File: src/rtl/hall_input_filter.sv
// rtl/hall_input_filter.sv - hall sensor synchroniser, glitch filter, sequence decoder and period meter
//
// Ports:
//   clock         in   system clock, rising edge
//   reset_n       in   asynchronous active-low reset
//   hall_raw[2:0] in   unsynchronised hall pins (bit 2 = hall 1, bit 0 = hall 3)
//   hall[2:0]     out  filtered hall state
//   step          out  one-clock pulse when hall changes
//   dir_obs       out  last step direction, 1 = forward, 0 = reverse
//   period        out  clocks between the last two steps (saturating)
//   period_valid  out  period reflects steady same-direction motion
//   stall         out  period counter saturated
//   hall_fault    out  hall is 000 or 111
//   invalid_seq   out  one-clock pulse on a step between non-adjacent valid states
//
// Build option: HALL_SEQ_CHECK_EN enables adjacency checking of valid-to-valid steps.

module hall_input_filter #(
  parameter int FILTER_CYCLES = 16,
  parameter int PERIOD_WIDTH  = 16
) (
  input  logic                    clock,
  input  logic                    reset_n,
  input  logic [2:0]              hall_raw,
  output logic [2:0]              hall,
  output logic                    step,
  output logic                    dir_obs,
  output logic [PERIOD_WIDTH-1:0] period,
  output logic                    period_valid,
  output logic                    stall,
  output logic                    hall_fault,
  output logic                    invalid_seq
);

  localparam logic [7:0]              CNT_MAX = 8'(FILTER_CYCLES - 1);
  localparam logic [7:0]              CNT_ONE = 8'd1;
  localparam logic [PERIOD_WIDTH-1:0] PER_MAX = '1;
  localparam logic [PERIOD_WIDTH-1:0] PER_ONE = PERIOD_WIDTH'(1);

  typedef enum logic [1:0] {
    ST_UNLOCKED,
    ST_LOCKED,
    ST_FAULT
  } state_t;

  // Forward rotation: 101 -> 100 -> 110 -> 010 -> 011 -> 001 -> 101.
  function automatic logic [2:0] fwd_next(input logic [2:0] x);
    logic [2:0] r;
    case (x)
      3'b101:  r = 3'b100;
      3'b100:  r = 3'b110;
      3'b110:  r = 3'b010;
      3'b010:  r = 3'b011;
      3'b011:  r = 3'b001;
      3'b001:  r = 3'b101;
      default: r = x;
    endcase
    return r;
  endfunction

  function automatic logic is_valid(input logic [2:0] x);
    return (x != 3'b000) && (x != 3'b111);
  endfunction

  logic [2:0]              sync1_q, sync1_d;
  logic [2:0]              sync2_q, sync2_d;
  logic [2:0]              cand_q, cand_d;
  logic [7:0]              cnt_q, cnt_d;
  logic [2:0]              hall_q, hall_d;
  logic                    step_q, step_d;
  logic                    dir_q, dir_d;
  logic                    dir_known_q, dir_known_d;
  logic [PERIOD_WIDTH-1:0] per_cnt_q, per_cnt_d;
  logic [PERIOD_WIDTH-1:0] period_q, period_d;
  logic                    pv_q, pv_d;
  logic                    fault_q, fault_d;
  logic                    inv_q, inv_d;
  state_t                  state_q, state_d;

  logic load;
  logic old_ok;
  logic new_ok;
  logic fwd_match;
  logic dir_step;
  logic new_dir;
  logic stall_now;
  logic reversal;
  logic enter_fault;

  // Filter, step and direction decode.
  always_comb begin
    sync1_d = hall_raw;
    sync2_d = sync1_q;

    // Candidate restarts its stability count whenever the synchronised input moves.
    if (sync2_q != cand_q) begin
      cand_d = sync2_q;
      cnt_d  = 8'd0;
    end else begin
      cand_d = cand_q;
      cnt_d  = (cnt_q == CNT_MAX) ? cnt_q : cnt_q + CNT_ONE;
    end

    load    = (cnt_q == CNT_MAX) && (cand_q != hall_q);
    hall_d  = load ? cand_q : hall_q;
    step_d  = load;
    fault_d = !is_valid(hall_d);

    old_ok    = is_valid(hall_q);
    new_ok    = is_valid(cand_q);
    fwd_match = (cand_q == fwd_next(hall_q));
    new_dir   = fwd_match;

`ifdef HALL_SEQ_CHECK_EN
    // Only adjacent moves carry a direction; anything else is flagged and ignored.
    dir_step = load && old_ok && new_ok &&
               (fwd_match || (hall_q == fwd_next(cand_q)));
    inv_d    = load && old_ok && new_ok &&
               !(fwd_match || (hall_q == fwd_next(cand_q)));
`else
    dir_step = load && old_ok && new_ok;
    inv_d    = 1'b0;
`endif

    dir_d       = dir_step ? new_dir : dir_q;
    // Direction is "known" only if the most recent step itself had a direction,
    // so a step out of FAULT never counts as the first half of a same-direction pair.
    dir_known_d = load ? dir_step : dir_known_q;
  end

  // Period measurement; a step always wins over saturation.
  always_comb begin
    stall_now = (per_cnt_q == PER_MAX);
    if (load) begin
      per_cnt_d = '0;
      period_d  = stall_now ? PER_MAX : per_cnt_q + PER_ONE;
    end else begin
      per_cnt_d = stall_now ? per_cnt_q : per_cnt_q + PER_ONE;
      period_d  = period_q;
    end
  end

  // Lock state machine.
  always_comb begin
    state_d = state_q;
    if (load) begin
      case (state_q)
        ST_UNLOCKED: state_d = new_ok ? ST_LOCKED : ST_FAULT;
        ST_LOCKED:   state_d = new_ok ? ST_LOCKED : ST_FAULT;
        ST_FAULT:    state_d = new_ok ? ST_LOCKED : ST_FAULT;
        default:     state_d = ST_UNLOCKED;
      endcase
    end
  end

  // Period validity qualification.
  always_comb begin
    enter_fault = load && !new_ok;
    reversal    = dir_step && dir_known_q && (new_dir != dir_q);
    pv_d        = pv_q;
    if (stall_now) begin
      pv_d = 1'b0;
    end
    if (load) begin
      if (enter_fault || reversal || inv_d) begin
        pv_d = 1'b0;
      end else if ((state_q == ST_LOCKED) && dir_step && dir_known_q &&
                   (new_dir == dir_q) && !stall_now) begin
        pv_d = 1'b1;
      end
    end
  end

  always_ff @(posedge clock or negedge reset_n) begin
    if (!reset_n) begin
      sync1_q     <= 3'b000;
      sync2_q     <= 3'b000;
      cand_q      <= 3'b000;
      cnt_q       <= 8'd0;
      hall_q      <= 3'b000;
      step_q      <= 1'b0;
      dir_q       <= 1'b0;
      dir_known_q <= 1'b0;
      per_cnt_q   <= '0;
      period_q    <= '0;
      pv_q        <= 1'b0;
      fault_q     <= 1'b1;
      inv_q       <= 1'b0;
      state_q     <= ST_UNLOCKED;
    end else begin
      sync1_q     <= sync1_d;
      sync2_q     <= sync2_d;
      cand_q      <= cand_d;
      cnt_q       <= cnt_d;
      hall_q      <= hall_d;
      step_q      <= step_d;
      dir_q       <= dir_d;
      dir_known_q <= dir_known_d;
      per_cnt_q   <= per_cnt_d;
      period_q    <= period_d;
      pv_q        <= pv_d;
      fault_q     <= fault_d;
      inv_q       <= inv_d;
      state_q     <= state_d;
    end
  end

  assign hall         = hall_q;
  assign step         = step_q;
  assign dir_obs      = dir_q;
  assign period       = period_q;
  assign period_valid = pv_q;
  assign stall        = (per_cnt_q == PER_MAX);
  assign hall_fault   = fault_q;
  assign invalid_seq  = inv_q;

endmodule

File: config.mk
export PLATFORM = sky130hd
export DESIGN_NAME = hall_input_filter
export DESIGN_NICKNAME = d
export VERILOG_FILES = /design/src/rtl/hall_input_filter.sv
export SDC_FILE = /design/constraint.sdc
export NUM_CORES = 1
export LEC_CHECK = 0
export CORE_MARGIN = 5
export CORE_UTILIZATION = 50
export DETAILED_ROUTE_END_ITERATION = 6
export MAX_ROUTING_LAYER = met4
export PLACE_DENSITY = 0.76
export SYNTH_ARGS = -nofsm -noshare
export SYNTH_HDL_FRONTEND = slang
export SYNTH_SLANG_ARGS = --single-unit
File: constraint.sdc
create_clock -name clock -period 2.1 [get_ports clock]
set_input_delay 0.21 -clock clock [delete_from_list [all_inputs] [get_ports clock]]
set_output_delay 0.21 -clock clock [all_outputs]
set_load 0.02 [all_outputs]
==> qor.yml, run 1 <==
nNetsFinal: 310
min_path_cells: 1
required_ps: 1890
layout_common_cells: "dfrtp_1 (58), nor2_1 (46), clkdlybuf4s50_1 (26)"
cp_slowest_cell: "or3_1"
rsz0062_at_grt: "false"
cp.buffers_inverters: 2
switchingPower_uw: 465
die_height_um: 83.8
yosys.area_share.simple_pct: 20.3
grt_busiest_layer: "met2"
final_common_cell: "dfrtp_1"
maxCapViolCount: 0
insertion_delay_ps: 340
max_freq_mhz: 517
skew_ps: 12.3
r2r_end: "period[10]"
hold_viol: 0
synthAdderAreaFrac_pct: 0.918
place_area_um2: 3130
io_pins: 30
cp.depth: 5
cts_root_buf: "clkbuf_8"
drv_slew: 0
critPathArrivalTime_ps: 1720
path_delay_family: "simple AND/OR/NAND/NOR gates"
drive_gt1_share_pct: 16.2
cts-buffers-inserted: 9
gp_congestion: 0.897
yosysSeqAreaShare_pct: 54.2
grt_use_met1_pct: 21.8
synth-compound-area-share_pct: 8.03
synthFlopType: "dfrtp_1"
core_area_um2: 5200
clock_power_share_pct: 42.6
post-route-period-util_pct: 92.1
path_max_fanout: 3
holdCritPathClass: "input pin to flop"
synth.distinct_cells: 42
setup.worst_path.end: "stall"
synthMuxAreaShare_pct: 4.59
start_kind: "flop"
drt_pass1_iterations: 4
grtUsageMet3_pct: 2.86
synthCells: 263
path_cells: "and4_1 > nand2_1 > or3_1 > inv_1 > clkbuf_2"
die_area_um2: 7030
reg2reg_from: "cnt_q[6]"
p_leak_uw: 0.00150
post-route-util_pct: 63.6
fp.dieW_um: 83.8
fin_setup_tns_ps: 0
combPwrFrac_pct: 2.8
seq_power_share_pct: 54.6
ys_async_sr_fraction_pct: 100
grtUsageTotal_pct: 16.8
ys_warn_count: 0
swShare_pct: 21.9
vias_per_cell: 5.20
peakVddDrop_mv: 0.529
min_period_ps: 1930
grt_pass1_wl_um: 9240
num_vias: 1966
route.detailed.drc: 0
ctsHtreeMaxLevel: 3
r2r_cells: 5
powerDensity_nw_per_um2: 642
routedWlPerCell_um: 13.6
ant_nets: 0
synth_top_family_by_area: "simple AND/OR/NAND/NOR gates"
cts_buffer_depth: 2
slowest_delay_ps: 400
diodes: 0
outcome: "completed"
final_cell_area_um2: 3310
setup_violations: 0
netlist_area_um2: 2730
syn_nets: 270
grt_pass1_vias: 1991
rows: 26
crit_type: "flop to primary output"
met2_usage_pct: 25.4
path_clk_slew_ps: 70
drt-initial-drc-count: 181
avgSynthCellArea_um2: 10.4
port_buffers: 28
synth_xor_xnor_area_share_pct: 6.75
synth_seq_cells: 59
grt_max_degree: 60
critPathCaptureType: "primary output"
wl_um: 5160
antenna_found_initial: 0
cts_sinks: 59
cts_tree: "built"
synth_edf_count: 0
intPower_uw: 1660
syn_to_final_growth_pct: 21.4
start_util_pct: 52.4
dpl.hpwl_um: 3610
grt.overflow.total: 0
critPathLaunch: "per_cnt_q[5]"
worst-r2r-setup-slack_ps: 260
## Yosys cell counts, types with 3 or more instances
cell type / n / area [µm²]
a21oi_1: 15 / 75.1
buf_2: 4 / 20.0
mux2_2: 4 / 45.0
xnor2_1: 10 / 87.6
nor2_1: 46 / 173
or3_1: 4 / 25.0
dfrtp_1: 58 / 1450
inv_1: 9 / 33.8
nand2_1: 15 / 56.3
and2_1: 3 / 18.8
nand3_1: 13 / 65.1
nand4_1: 5 / 31.3
and3_1: 3 / 18.8
clkbuf_1: 6 / 22.5
o21ai_0: 4 / 20.0
a21oi_2: 3 / 26.3
nor2_2: 3 / 18.8
and4_1: 3 / 26.3
nor3_1: 7 / 35.0
a31oi_2: 3 / 37.5
mux2i_1: 8 / 80.1
xor2_1: 11 / 96.3
buf_4: 3 / 22.5
## power by group through the flow
stage | registers (µW) | logic (µW) | clock network (µW)
after floorplan | 1170 | 32.9 | 0
after global placement | 1180 | 59.4 | 0
after detailed placement | 1180 | 60.0 | 0
after CTS | 1160 | 61.8 | 924
after global routing | 1160 | 68.6 | 993
final | 1160 | 59.9 | 904
## what timing repair did
item	in CTS	in global routing
endpoints found under the setup margin	1	1
setup buffers	0	0
hold buffers	1	0
gates resized for setup	1	2
endpoints found under the hold margin	58	0
## per-layer routing
metal  wire length (µm)  vias up
met5                  0        -
met4                 87        0
met3                238        8
met2               2420       42
met1               2410      939
li1                   -      977
## state kept, by name, summed over array words and instances, names as in the netlist
name          cells
state_q           2
dir_known_q       1
per_cnt_q        16
step              1
sync2_q           3
hall_fault        1
period_valid      1
period           16
cnt_q             8
sync1_q           3
dir_obs           1
hall              3
cand_q            3
## layout make-up
| class | instances | area [µm²] |
|---|---|---|
| clock buffer | 14 | 163 |
| clock inverter | 2 | 10.0 |
| fill | 432 | 1900 |
| inverter | 9 | 33.8 |
| multi-input combinational | 179 | 1110 |
| sequential | 59 | 1480 |
| tap | 70 | 87.6 |
| timing repair buffer | 45 | 425 |
## metrics by stage
step	total power (µW)	instances	hold WS (ps)	setup slack (ps)
5_1_grt	2220	378	326	70.1
3_5_place_dp	1240	361	237	107
6_report	2130	378	323	166
4_1_cts	2150	378	312	3.19
3_3_place_gp	1240	361	234	138
2_1_floorplan	1210	263	-85.6	202
## logic make-up after synthesis
logic type                 Yosys count
AOI/OAI and AO/OA                   32
xor gates and xnor gates            21
adders and majority gates            2
buffers and inverters               25
DFF                                 59
muxes                               12
other                                1
and+or+nand+nor                    111
## how the worst min path moves through the flow
stage,from,endpoint,slack (ps)
floorplan,reset_n,cand_q[0],-90
global placement,reset_n,sync2_q[0],230
detailed placement,reset_n,sync1_q[0],240
CTS,hall_raw[2],sync1_q[2],310
global route,hall_raw[0],sync1_q[0],330
finish,hall_raw[1],sync1_q[1],320
No activity file was read; power rests on OpenSTA's default activity.
==> run 2: changes to the inputs <==
--- a/config.mk
+++ b/config.mk
@@ -5,6 +5,7 @@
 export SDC_FILE = /design/constraint.sdc
 export NUM_CORES = 1
 export LEC_CHECK = 0
+export ABC_CLOCK_PERIOD_IN_PS = 2100
 export CORE_MARGIN = 5
 export CORE_UTILIZATION = 50
 export DETAILED_ROUTE_END_ITERATION = 6
==> results of run 2 <==
The final DEF is identical to that of run 1; final timing and power are the same.
==> run 3: changes to the inputs <==
--- a/config.mk
+++ b/config.mk
@@ -7,10 +7,9 @@
 export LEC_CHECK = 0
 export ABC_CLOCK_PERIOD_IN_PS = 2100
 export CORE_MARGIN = 5
-export CORE_UTILIZATION = 50
+export CORE_UTILIZATION = 56
 export DETAILED_ROUTE_END_ITERATION = 6
-export MAX_ROUTING_LAYER = met4
-export PLACE_DENSITY = 0.76
+export PLACE_DENSITY = 0.83
 export SYNTH_ARGS = -nofsm -noshare
 export SYNTH_HDL_FRONTEND = slang
 export SYNTH_SLANG_ARGS = --single-unit
==> run 3 against run 2 <==
Clock skew fell by 3.3 ps. Cell area is 1.0% lower. Utilization grew 5.8 points. Clock power is 0.8% lower. Wire length rose by 0.68%. Combinational power decreased by 6.5%. Maximum frequency rose by 1.4%. Sequential power is essentially flat. Critical path depth did not move. Worst setup slack improved by 26 ps. Flip-flop and latch count unchanged. Critical path type unchanged. Largest power group unchanged.
==> qor.yml, run 3 (synthesis results as in run 1) <==
grtUsageTotal_pct: 18.9
hold_viol: 0
die_area_um2: 6360
start_util_pct: 57.7
ctsHoldBuffers: 0
final_common_cell: "dfrtp_1"
die_height_um: 79.8
port_buffers: 28
cts_root_buf: "clkbuf_8"
antenna_found_initial: 0
grt_use_met1_pct: 24.7
cts_repair_resize_count: 1
seq_power_share_pct: 54.9
critPathCaptureType: "primary output"
drt-initial-drc-count: 154
holdCritPathClass: "input pin to async pin"
rsz0062_at_grt: "false"
drv_slew: 0
slowest_delay_ps: 390
cts_buffer_depth: 2
skew_ps: 8.98
setup_ws_ps: 192
required_ps: 1890
wl_um: 5190
intPower_uw: 1660
grt_pass1_vias: 2021
grt_max_degree: 60
rows: 25
hold-worst-slack_ps: 0.807
critPathArrivalTime_ps: 1700
tightest_slew_ps: 716
setup_violations: 0
cp_slowest_cell: "dfrtp_1"
diodes: 0
outcome: "completed"
powerDensity_nw_per_um2: 645
syn_to_final_growth_pct: 20.2
maxCapViolCount: 0
ant_nets: 0
fillCellCount: 361
start_kind: "flop"
path_max_fanout: 4
nNetsFinal: 308
swShare_pct: 21.6
num_vias: 1983
cts_sinks: 59
layout_common_cells: "dfrtp_1 (58), nor2_1 (46), clkdlybuf4s50_1 (26)"
clock_power_share_pct: 42.4
drt_pass1_iterations: 5
min_period_ps: 1910
dpl.hpwl_um: 3620
fp.dieW_um: 79.8
grt_busiest_layer: "met2"
gp_congestion: 0.833
peakVddDrop_mv: 0.490
cts_setup_buffers: 0
insertion_delay_ps: 340
route.detailed.drc: 0
met2_usage_pct: 29.3
post-route-util_pct: 69.4
multiInputGateArea_um2: 1110
path_clk_slew_ps: 60
path_cells: "and3_1 > nand3_1 > or3_1 > inv_1 > clkbuf_2"
drive_gt1_share_pct: 16.0
switchingPower_uw: 457
vias_per_cell: 5.32
fin_setup_tns_ps: 0
regArea_um2: 1480
io_pins: 30
grt.overflow.total: 0
crit_type: "flop to primary output"
core_area_um2: 4720
relSlewSlack_pct: 52.2
ctsHtreeMaxLevel: 3
p_leak_uw: 0.00149
dpl_worst_slack_ps: 116
grtUsageMet3_pct: 5.08
grt_pass1_wl_um: 9240
cts-buffers-inserted: 9
cts_tree: "built"
post-route-period-util_pct: 90.9
finalPower_uw: 2110
max_freq_mhz: 524
combPwrFrac_pct: 2.7
routedWlPerCell_um: 13.9
[run 3: changes by cell type in the layout (fill, tap and decap cells not counted)]
cell and delta:
buf_12 -1, dlygate4sd3_1 -1
[run 3: worst paths after layout]
| check | start | endpoint | slack (ps) | depth (start not counted) |
|---|---|---|---|---|
| setup reg to reg | cnt_q[0] | period[10] | 210 | 6 |
| hold / removal | reset_n | sync2_q[2] | 0.8 | 2 |
| setup / recovery | per_cnt_q[12] | stall | 190 | 5 |
| hold reg to reg | sync1_q[0] | sync2_q[0] | 360 | 0 |
| max in group asynchronous | reset_n | period[2] | 1620 | 2 |
| min in group clock | hall_raw[1] | sync1_q[1] | 310 | 1 |
[run 3: worst max-delay path, delay by kind of cell (launching register included)]
kind                   cells  cell delay (ps)
AND/OR/NAND/NOR            3              660
flip-flops                 1              390
buffers and inverters      2              300
[run 3: power by group through the flow]
stage          combinational, µW  clock [µW]  sequential [µW]
3_3_place_gp                55.9           0             1180
2_1_floorplan               32.9           0             1170
4_1_cts                     58.0         911             1160
3_5_place_dp                57.6           0             1180
5_1_grt                     65.4         963             1160
6_report                    56.0         897             1160
[run 3: metal layers]
| layer | share of wire, % | wire length (µm) |
|---|---|---|
| met2 | 47 | 2460 |
| met1 | 46 | 2410 |
| met4 | 1.8 | 93 |
| met5 | 0 | 0 |
| met3 | 4.5 | 233 |
[run 3: stage by stage]
step | instances | area, µm²
after global placement | 357 | 3110
after global routing | 373 | 3280
final | 373 | 3280
after floorplan | 263 | 2730
after CTS | 373 | 3280
after detailed placement | 357 | 3110
[run 3: area by class of cell]
type	count	share of cell area (%)
multi-input cells	179	34.0
inverters	9	1.03
well taps	67	2.56
flip-flops and latches	59	45.1
repair buffers	43	12.1
clock inverters	2	0.306
clock buffers	14	4.97
